File: src/rtl/temperature_ctrl_pkg.sv
// Shared types and constants for the temperature sequencing controller.
// Zone/state encodings, config addresses, reset thresholds, saturating subtract.
package temperature_pkg;

   typedef enum logic [1:0] {
      ZONE_NORMAL = 2'd0,
      ZONE_WARN   = 2'd1,
      ZONE_ALARM  = 2'd2
   } zone_e;

   typedef enum logic [1:0] {
      WAIT = 2'd0,
      REQ  = 2'd1,
      EVAL = 2'd2
   } state_e;

   localparam logic [1:0] CFG_WARN  = 2'd0;
   localparam logic [1:0] CFG_ALARM = 2'd1;
   localparam logic [1:0] CFG_CLEAR = 2'd2;

   localparam logic [7:0] WARN_TH_RST  = 8'd60;
   localparam logic [7:0] ALARM_TH_RST = 8'd80;

   // a - b clamped at zero; any b above 255 clamps to zero as well
   function automatic logic [7:0] sat_sub(input logic [7:0] a, input int unsigned b);
      logic [8:0] diff;
      if (b > 32'd255) return '0;
      diff = {1'b0, a} - b[8:0];
      return diff[8] ? '0 : diff[7:0];
   endfunction

endpackage

File: src/rtl/temperature_ctrl_if.sv
// Sensor handshake and configuration bus between the sensor/software side
// (master) and the temperature controller (slave).
interface temperature_ctrl_if;
   logic       raw_valid;
   logic [7:0] raw_data;
   logic       raw_ready;
   logic       cfg_we;
   logic [1:0] cfg_addr;
   logic [7:0] cfg_wdata;

   modport master (
      output raw_valid, raw_data, cfg_we, cfg_addr, cfg_wdata,
      input  raw_ready
   );

   modport slave (
      input  raw_valid, raw_data, cfg_we, cfg_addr, cfg_wdata,
      output raw_ready
   );
endinterface

File: src/rtl/temperature_ctrl_zone_eval.sv
// Combinational hysteresis classifier: next zone from current zone and new average.
module temperature_zone_eval
   import temperature_pkg::*;
#(
   parameter int unsigned HYST = 2
) (
   input  zone_e      zone_cur,
   input  logic [7:0] avg,
   input  logic [7:0] warn_th,
   input  logic [7:0] alarm_th,
   output zone_e      zone_nxt
);

   logic [7:0] warn_lo;
   logic [7:0] alarm_lo;
   zone_e      rise;

   assign warn_lo  = sat_sub(warn_th, HYST);
   assign alarm_lo = sat_sub(alarm_th, HYST);

   // Rising is only taken when it lands above the current zone, so an ALARM
   // average sitting between warn_th and alarm_th falls under hysteresis instead.
   always_comb begin
      rise     = ZONE_NORMAL;
      zone_nxt = zone_cur;
      if (avg >= alarm_th) begin
         rise = ZONE_ALARM;
      end else if (avg >= warn_th) begin
         rise = ZONE_WARN;
      end
      if (rise > zone_cur) begin
         zone_nxt = rise;
      end else begin
         case (zone_cur)
            ZONE_ALARM: if (avg < alarm_lo) zone_nxt = (avg >= warn_lo) ? ZONE_WARN : ZONE_NORMAL;
            ZONE_WARN:  if (avg < warn_lo) zone_nxt = ZONE_NORMAL;
            default:    zone_nxt = zone_cur;
         endcase
      end
   end

endmodule

File: src/rtl/temperature_ctrl.sv
// Periodic sensor sampler: pulls raw codes, averages converted samples and
// classifies the average into NORMAL/WARN/ALARM with hysteresis.
module temperature_ctrl
   import temperature_pkg::*;
#(
   parameter int unsigned SAMPLE_PERIOD = 100,
   parameter int unsigned AVG_LOG2      = 2,
   parameter int unsigned HYST          = 2
) (
   input  logic               clk,
   input  logic               rst_n,
   input  logic               enable,
   temperature_ctrl_if.slave  bus,
   output logic [7:0]         conv_in,
   input  logic [7:0]         conv_out,
   output logic               temp_valid,
   output logic [7:0]         temp_avg,
   output logic [1:0]         zone,
   output logic               warn,
   output logic               alarm
);

   localparam int unsigned CW = (SAMPLE_PERIOD > 2) ? $clog2(SAMPLE_PERIOD) : 1;
   localparam int unsigned SW = 8 + AVG_LOG2;
   localparam int unsigned NW = AVG_LOG2 + 1;
   localparam logic [CW-1:0] CNT_LAST = CW'(SAMPLE_PERIOD - 1);
   localparam logic [NW-1:0] N_FULL   = NW'(1 << AVG_LOG2);

   state_e        state_q, state_d;
   logic [CW-1:0] cnt_q, cnt_d;
   logic [NW-1:0] num_q, num_d;
   logic [SW-1:0] sum_q, sum_d;
   logic [7:0]    warn_th_q, warn_th_d;
   logic [7:0]    alarm_th_q, alarm_th_d;
   logic [7:0]    temp_avg_q, temp_avg_d;
   logic          temp_valid_q, temp_valid_d;
   zone_e         zone_q, zone_d;
   zone_e         zone_nx;
   logic [7:0]    avg_new;
   logic          hs;

   assign conv_in       = bus.raw_data;
   assign bus.raw_ready = (state_q == REQ) && enable;
   assign hs            = bus.raw_valid && bus.raw_ready;
   assign avg_new       = 8'(sum_q >> AVG_LOG2);

   temperature_zone_eval #(.HYST(HYST)) u_zone_eval (
      .zone_cur (zone_q),
      .avg      (avg_new),
      .warn_th  (warn_th_q),
      .alarm_th (alarm_th_q),
      .zone_nxt (zone_nx)
   );

   always_comb begin
      state_d      = state_q;
      cnt_d        = cnt_q;
      num_d        = num_q;
      sum_d        = sum_q;
      warn_th_d    = warn_th_q;
      alarm_th_d   = alarm_th_q;
      temp_avg_d   = temp_avg_q;
      temp_valid_d = 1'b0;
      zone_d       = zone_q;

      case (state_q)
         WAIT: begin
            if (enable) begin
               if (cnt_q == CNT_LAST) begin
                  cnt_d   = '0;
                  state_d = REQ;
               end else begin
                  cnt_d = cnt_q + 1'b1;
               end
            end
         end
         REQ: begin
            if (hs) begin
               sum_d   = sum_q + SW'(conv_out);
               num_d   = num_q + 1'b1;
               state_d = (num_d == N_FULL) ? EVAL : WAIT;
            end
         end
         EVAL: begin
            temp_avg_d   = avg_new;
            temp_valid_d = 1'b1;
            zone_d       = zone_nx;
            sum_d        = '0;
            num_d        = '0;
            state_d      = WAIT;
         end
         default: state_d = WAIT;
      endcase

      // Config applied last so a clear overrides a same-cycle handshake
      if (bus.cfg_we) begin
         case (bus.cfg_addr)
            CFG_WARN:  warn_th_d  = bus.cfg_wdata;
            CFG_ALARM: alarm_th_d = bus.cfg_wdata;
            CFG_CLEAR: begin
               sum_d   = '0;
               num_d   = '0;
               cnt_d   = '0;
               state_d = WAIT;
            end
            default: ;
         endcase
      end
   end

   always_ff @(posedge clk) begin
      if (!rst_n) begin
         state_q      <= WAIT;
         cnt_q        <= '0;
         num_q        <= '0;
         sum_q        <= '0;
         warn_th_q    <= WARN_TH_RST;
         alarm_th_q   <= ALARM_TH_RST;
         temp_avg_q   <= '0;
         temp_valid_q <= 1'b0;
         zone_q       <= ZONE_NORMAL;
      end else begin
         state_q      <= state_d;
         cnt_q        <= cnt_d;
         num_q        <= num_d;
         sum_q        <= sum_d;
         warn_th_q    <= warn_th_d;
         alarm_th_q   <= alarm_th_d;
         temp_avg_q   <= temp_avg_d;
         temp_valid_q <= temp_valid_d;
         zone_q       <= zone_d;
      end
   end

   assign temp_valid = temp_valid_q;
   assign temp_avg   = temp_avg_q;
   assign zone       = zone_q;
   assign warn       = (zone_q == ZONE_WARN);
   assign alarm      = (zone_q == ZONE_ALARM);

endmodule

File: src/flat_wrapper.sv
// flat-port wrapper written by rule: the top's interface ports become plain ports
module temperature_ctrl_flat import temperature_pkg::*;
#(
   parameter int unsigned SAMPLE_PERIOD = 100,
   parameter int unsigned AVG_LOG2      = 2,
   parameter int unsigned HYST          = 2
)
  (clk, rst_n, enable, conv_in, conv_out, temp_valid, temp_avg, zone, warn, alarm, bus_raw_valid, bus_raw_data, bus_cfg_we, bus_cfg_addr, bus_cfg_wdata, bus_raw_ready);
  temperature_ctrl_if bus_i ();
  input  logic clk;
  input  logic rst_n;
  input  logic enable;
  output logic [7:0] conv_in;
  input  logic [7:0] conv_out;
  output logic temp_valid;
  output logic [7:0] temp_avg;
  output logic [1:0] zone;
  output logic warn;
  output logic alarm;
  input wire logic [$bits(bus_i.raw_valid)-1:0] bus_raw_valid;
  input wire logic [$bits(bus_i.raw_data)-1:0] bus_raw_data;
  input wire logic [$bits(bus_i.cfg_we)-1:0] bus_cfg_we;
  input wire logic [$bits(bus_i.cfg_addr)-1:0] bus_cfg_addr;
  input wire logic [$bits(bus_i.cfg_wdata)-1:0] bus_cfg_wdata;
  output wire logic [$bits(bus_i.raw_ready)-1:0] bus_raw_ready;
  assign bus_i.raw_valid = bus_raw_valid;
  assign bus_i.raw_data = bus_raw_data;
  assign bus_i.cfg_we = bus_cfg_we;
  assign bus_i.cfg_addr = bus_cfg_addr;
  assign bus_i.cfg_wdata = bus_cfg_wdata;
  assign bus_raw_ready = bus_i.raw_ready;
  temperature_ctrl #(.SAMPLE_PERIOD(SAMPLE_PERIOD), .AVG_LOG2(AVG_LOG2), .HYST(HYST)) u_core (.clk(clk), .rst_n(rst_n), .enable(enable), .bus(bus_i), .conv_in(conv_in), .conv_out(conv_out), .temp_valid(temp_valid), .temp_avg(temp_avg), .zone(zone), .warn(warn), .alarm(alarm));
endmodule
File: config.mk
export PLATFORM = sky130hd
export DESIGN_NAME = temperature_ctrl_flat
export DESIGN_NICKNAME = d
export VERILOG_FILES = /design/src/rtl/temperature_ctrl_pkg.sv /design/src/rtl/temperature_ctrl_if.sv /design/src/rtl/temperature_ctrl_zone_eval.sv /design/src/rtl/temperature_ctrl.sv /design/src/flat_wrapper.sv
export SDC_FILE = /design/constraint.sdc
export NUM_CORES = 1
export LEC_CHECK = 0
export ABC_AREA = 1
export BUFFER_PORTS_ARGS = -buffer_cell sky130_fd_sc_hd__buf_2
export CAP_MARGIN = 10
export CORE_MARGIN = 2
export CORE_UTILIZATION = 45
export CTS_CLUSTER_SIZE = 14
export DETAILED_ROUTE_END_ITERATION = 8
export GPL_TIMING_DRIVEN = 0
export HOLD_SLACK_MARGIN = 0.05
export PLACE_DENSITY = 0.66
export SETUP_SLACK_MARGIN = 0.05
export SLEW_MARGIN = 10
export SYNTH_ARGS = -nofsm -noshare
export SYNTH_HDL_FRONTEND = slang
export SYNTH_SLANG_ARGS = --single-unit
File: constraint.sdc
create_clock -name clk -period 2.82 [get_ports clk]
set_input_delay 0.564 -clock clk [delete_from_list [all_inputs] [get_ports clk]]
set_output_delay 0.564 -clock clk [all_outputs]
set_load 0.01 [all_outputs]
==> metrics.yaml <==
postSynthCellCount: 484
crit_family: "simple AND/OR/NAND/NOR gates"
start_util: 0.457
internal_power_uw: 961
hold_violations: 0
skew_ns: 0.0184
ys_seq_area_frac: 0.282
place_inst: 629
port_buffers: 43
stdcell_count: 637
wl_met2_mm: 3.66
setup_tns_ns: 0
grt_pass1_vias: 3046
rsz0062_at_grt: "false"
criticalPathCategory: "reg2reg"
area_growth_pct: 13.1
die_x_um: 91.9
pwr-share-clk: 0.336
met1_length_mm: 3.92
vias: 3244
cp_data_arrival_time_ns: 2.73
syn-num-nets: 565
drv_slew: 0
power.density_nw_per_um2: 345
crit_fanout: 8
critPathMaxStageDelay_ns: 0.63
p_leak_nw: 1.96
fin_area_um2: 3930
wl_met3_um: 424
final.min_clock_period_ns: 2.49
post_drt_wl_per_cell_um: 12.8
placed_cell_area_um2: 3820
required_ns: 3.05
via_per_inst: 5.09
p_seq_frac: 0.528
maxSlewHeadroom: 0.682
antenna_found_initial: 0
chipHeight_um: 91.9
place.gp.congestion: 0.883
endpoint_kind: "flop"
synth_edf_count: 0
swShare: 0.292
place_hpwl_mm: 6.50
antenna_cells: 0
clkTransAtPathRegs_ns: 0.11
ys_seq_elements: 49
cts_buffers: 5
fmax_ghz: 0.401
drt_iter0_drc: 153
drv_cap: 0
power_frac_comb: 0.136
cts.sink_count: 49
clock_path_buffers: 2
grt_max_degree: 18
slowest_stage: "dfxtp_1"
routed_wl_mm: 8.13
fin_crit_sh: 0.884
drt-pass1-iter-count: 4
htreeDepth: 2
avgSynthCellArea_um2: 7.19
syn_area_um2: 3480
dominantRegCellSynth: "dfxtp_1"
drive_gt1_frac: 0.172
row_count: 32
cp_cell_sequence: "ha_1 -> nand2_1 -> nor2_1 -> nand2_1 -> o211ai_1 -> nor2_2 -> inv_1 -> ha_1 -> inv_1 -> o21ai_0 -> nand2_1 -> inv_1 -> nor2_1 -> nand2_1 -> nand2_1 -> nor2_1 -> nor2_1"
grt.total_usage: 0.201
p_sw_uw: 396
worst_pin_slew_ns: 0.476
path_buf_inv: 3
status: "complete, no violations"
synth_cell_type_count: 34
nFillCells: 780
critPathMostFrequentCell: "nand2_1"
route.detailed.drc: 0
core_um2: 7610
hold_class: "reg2reg"
nets: 615
cts-root-buf: "clkbuf_8"
yosysWarnings: 0
grt_pass1_wl_mm: 13.8
dr.max_layer_used: "met4"
critical_path.startpoint_type: "flop"
ant_nets: 0
finalSetupViolCount: 0
cts_tree: "done"
die_area_um2: 8450
ir_drop_mv: 0.243
pin_count: 53
ys_async_sr_fraction: 0
overflow: 0
power.total_mw: 1.36
clock_latency_ns: 0.32
cts_hold_buffers: 0
==> cell families (layout without fill, tap and decap cells) <==
kind of cell,after synthesis,count (layout),share of synthesized area
flip-flops,49,49,0.282
XOR/XNOR,8,8,0.0201
AO/OA/AOI/OAI,111,111,0.183
adder cells (fa/ha/maj),50,50,0.182
buffers and inverters,80,131,0.0978
AND/OR/NAND/NOR,186,186,0.235
==> per-stage QoR <==
stage          setup slack [ns]  hold WS [ns]   util
3_3_place_gp              0.248         0.459  0.502
6_report                  0.326         0.479  0.517
5_1_grt                  0.0710         0.493  0.517
3_5_place_dp              0.236         0.465  0.502
2_1_floorplan             0.613         0.448      -
4_1_cts                   0.219         0.479  0.515
==> cell usage after synthesis, types with 2 or more instances <==
library cell / count / area (µm²)
a21boi_0: 3 / 22.5
a21oi_1: 47 / 235
buf_2: 2 / 10.0
buf_4: 10 / 75.1
clkbuf_1: 2 / 7.51
dfxtp_1: 49 / 981
ha_1: 49 / 613
inv_1: 60 / 225
inv_2: 6 / 22.5
nand2_1: 87 / 327
nand2_2: 5 / 31.3
nand3_1: 21 / 105
nand4_1: 3 / 18.8
nor2_1: 55 / 206
nor2_4: 3 / 33.8
nor3_1: 3 / 15.0
nor3_4: 2 / 32.5
nor4_1: 3 / 18.8
o211ai_1: 10 / 75.1
o21ai_0: 41 / 205
o21ai_1: 4 / 20.0
xnor2_1: 4 / 35.0
xor2_1: 4 / 35.0
==> flip-flops by register name, indices dropped and copies added (netlist names), 2 cells and up <==
name	cells
u_core.num_q	3
u_core.cnt_q	7
u_core.sum_q	10
u_core.temp_avg	8
u_core.alarm_th_q	8
u_core.warn_th_q	8
u_core.zone	2
u_core.state_q	2
==> routing by layer <==
layer | vias to the layer above | track usage
met5 | - | 0
met4 | 0 | 0.0572
met3 | 12 | 0.0304
met2 | 84 | 0.332
met1 | 1443 | 0.273
li1 | 1705 | -
==> path summary, 6_finish.rpt <==
path,start,to,slack (ns),cells past startpoint
max,u_core.sum_q[6],u_core.zone[0],0.33,17
min,u_core.cnt_q[6],u_core.cnt_q[6],0.48,2
max reg2reg,u_core.sum_q[6],u_core.zone[0],0.33,17
min reg2reg,u_core.cnt_q[6],u_core.cnt_q[6],0.48,2
==> cell type report <==
| class | instances | area [µm²] | area share |
|---|---|---|---|
| Multi-Input combinational cell | 355 | 2170 | 0.552 |
| Sequential cell | 49 | 985 | 0.250 |
| Inverter | 66 | 248 | 0.0630 |
| Timing Repair Buffer | 43 | 215 | 0.0547 |
| Tap cell | 102 | 128 | 0.0324 |
| Buffer | 14 | 92.6 | 0.0235 |
| Clock buffer | 5 | 68.8 | 0.0175 |
| Clock inverter | 3 | 25.0 | 0.00636 |
==> power by group through the flow <==
stage,Combinational (mW),Clock (mW),Sequential (mW)
after floorplan,0.127,0,0.729
after global placement,0.179,0,0.732
after detailed placement,0.184,0,0.732
after CTS,0.185,0.470,0.716
after global routing,0.213,0.490,0.719
final,0.184,0.456,0.717
==> timing repair <==
item / CTS / global route
endpoints found under the setup margin: 0 / 2
buffers inserted: 0 / 0
gates resized for setup: 0 / 6
==> cell usage in the layout (no fill, tap or decap), drive strengths merged <==
cell | Yosys | routed
a221oi | 1 | 1
a21oi | 48 | 48
nor3 | 6 | 6
nand3 | 21 | 21
clkinvlp | 0 | 1
nand4 | 3 | 3
nor4 | 3 | 3
clkbuf | 2 | 7
buf | 12 | 55
fa | 1 | 1
o21ai | 45 | 45
or2 | 1 | 1
a21boi | 3 | 3
nand2 | 92 | 92
inv | 66 | 68
dfxtp | 49 | 49
nor2 | 59 | 59
o211ai | 10 | 10
xnor2 | 4 | 4
xor2 | 4 | 4
nand3b | 1 | 1
ha | 49 | 49
a211oi | 2 | 2
a31oi | 2 | 2
==> worst reg2reg max path, stage by stage (launching register included) <==
cell and delay (ns):
dfxtp_1 0.63, ha_1 0.32, nand2_1 0.08, nor2_1 0.04, nand2_1 0.07, o211ai_1 0.09, nor2_2 0.16, inv_1 0.09
ha_1 0.30, inv_1 0.04, o21ai_0 0.13, nand2_1 0.09, inv_1 0.09, nor2_1 0.05, nand2_1 0.06, nand2_1 0.05
nor2_1 0.09, nor2_1 0.05
(Power assumes the default switching activity.)
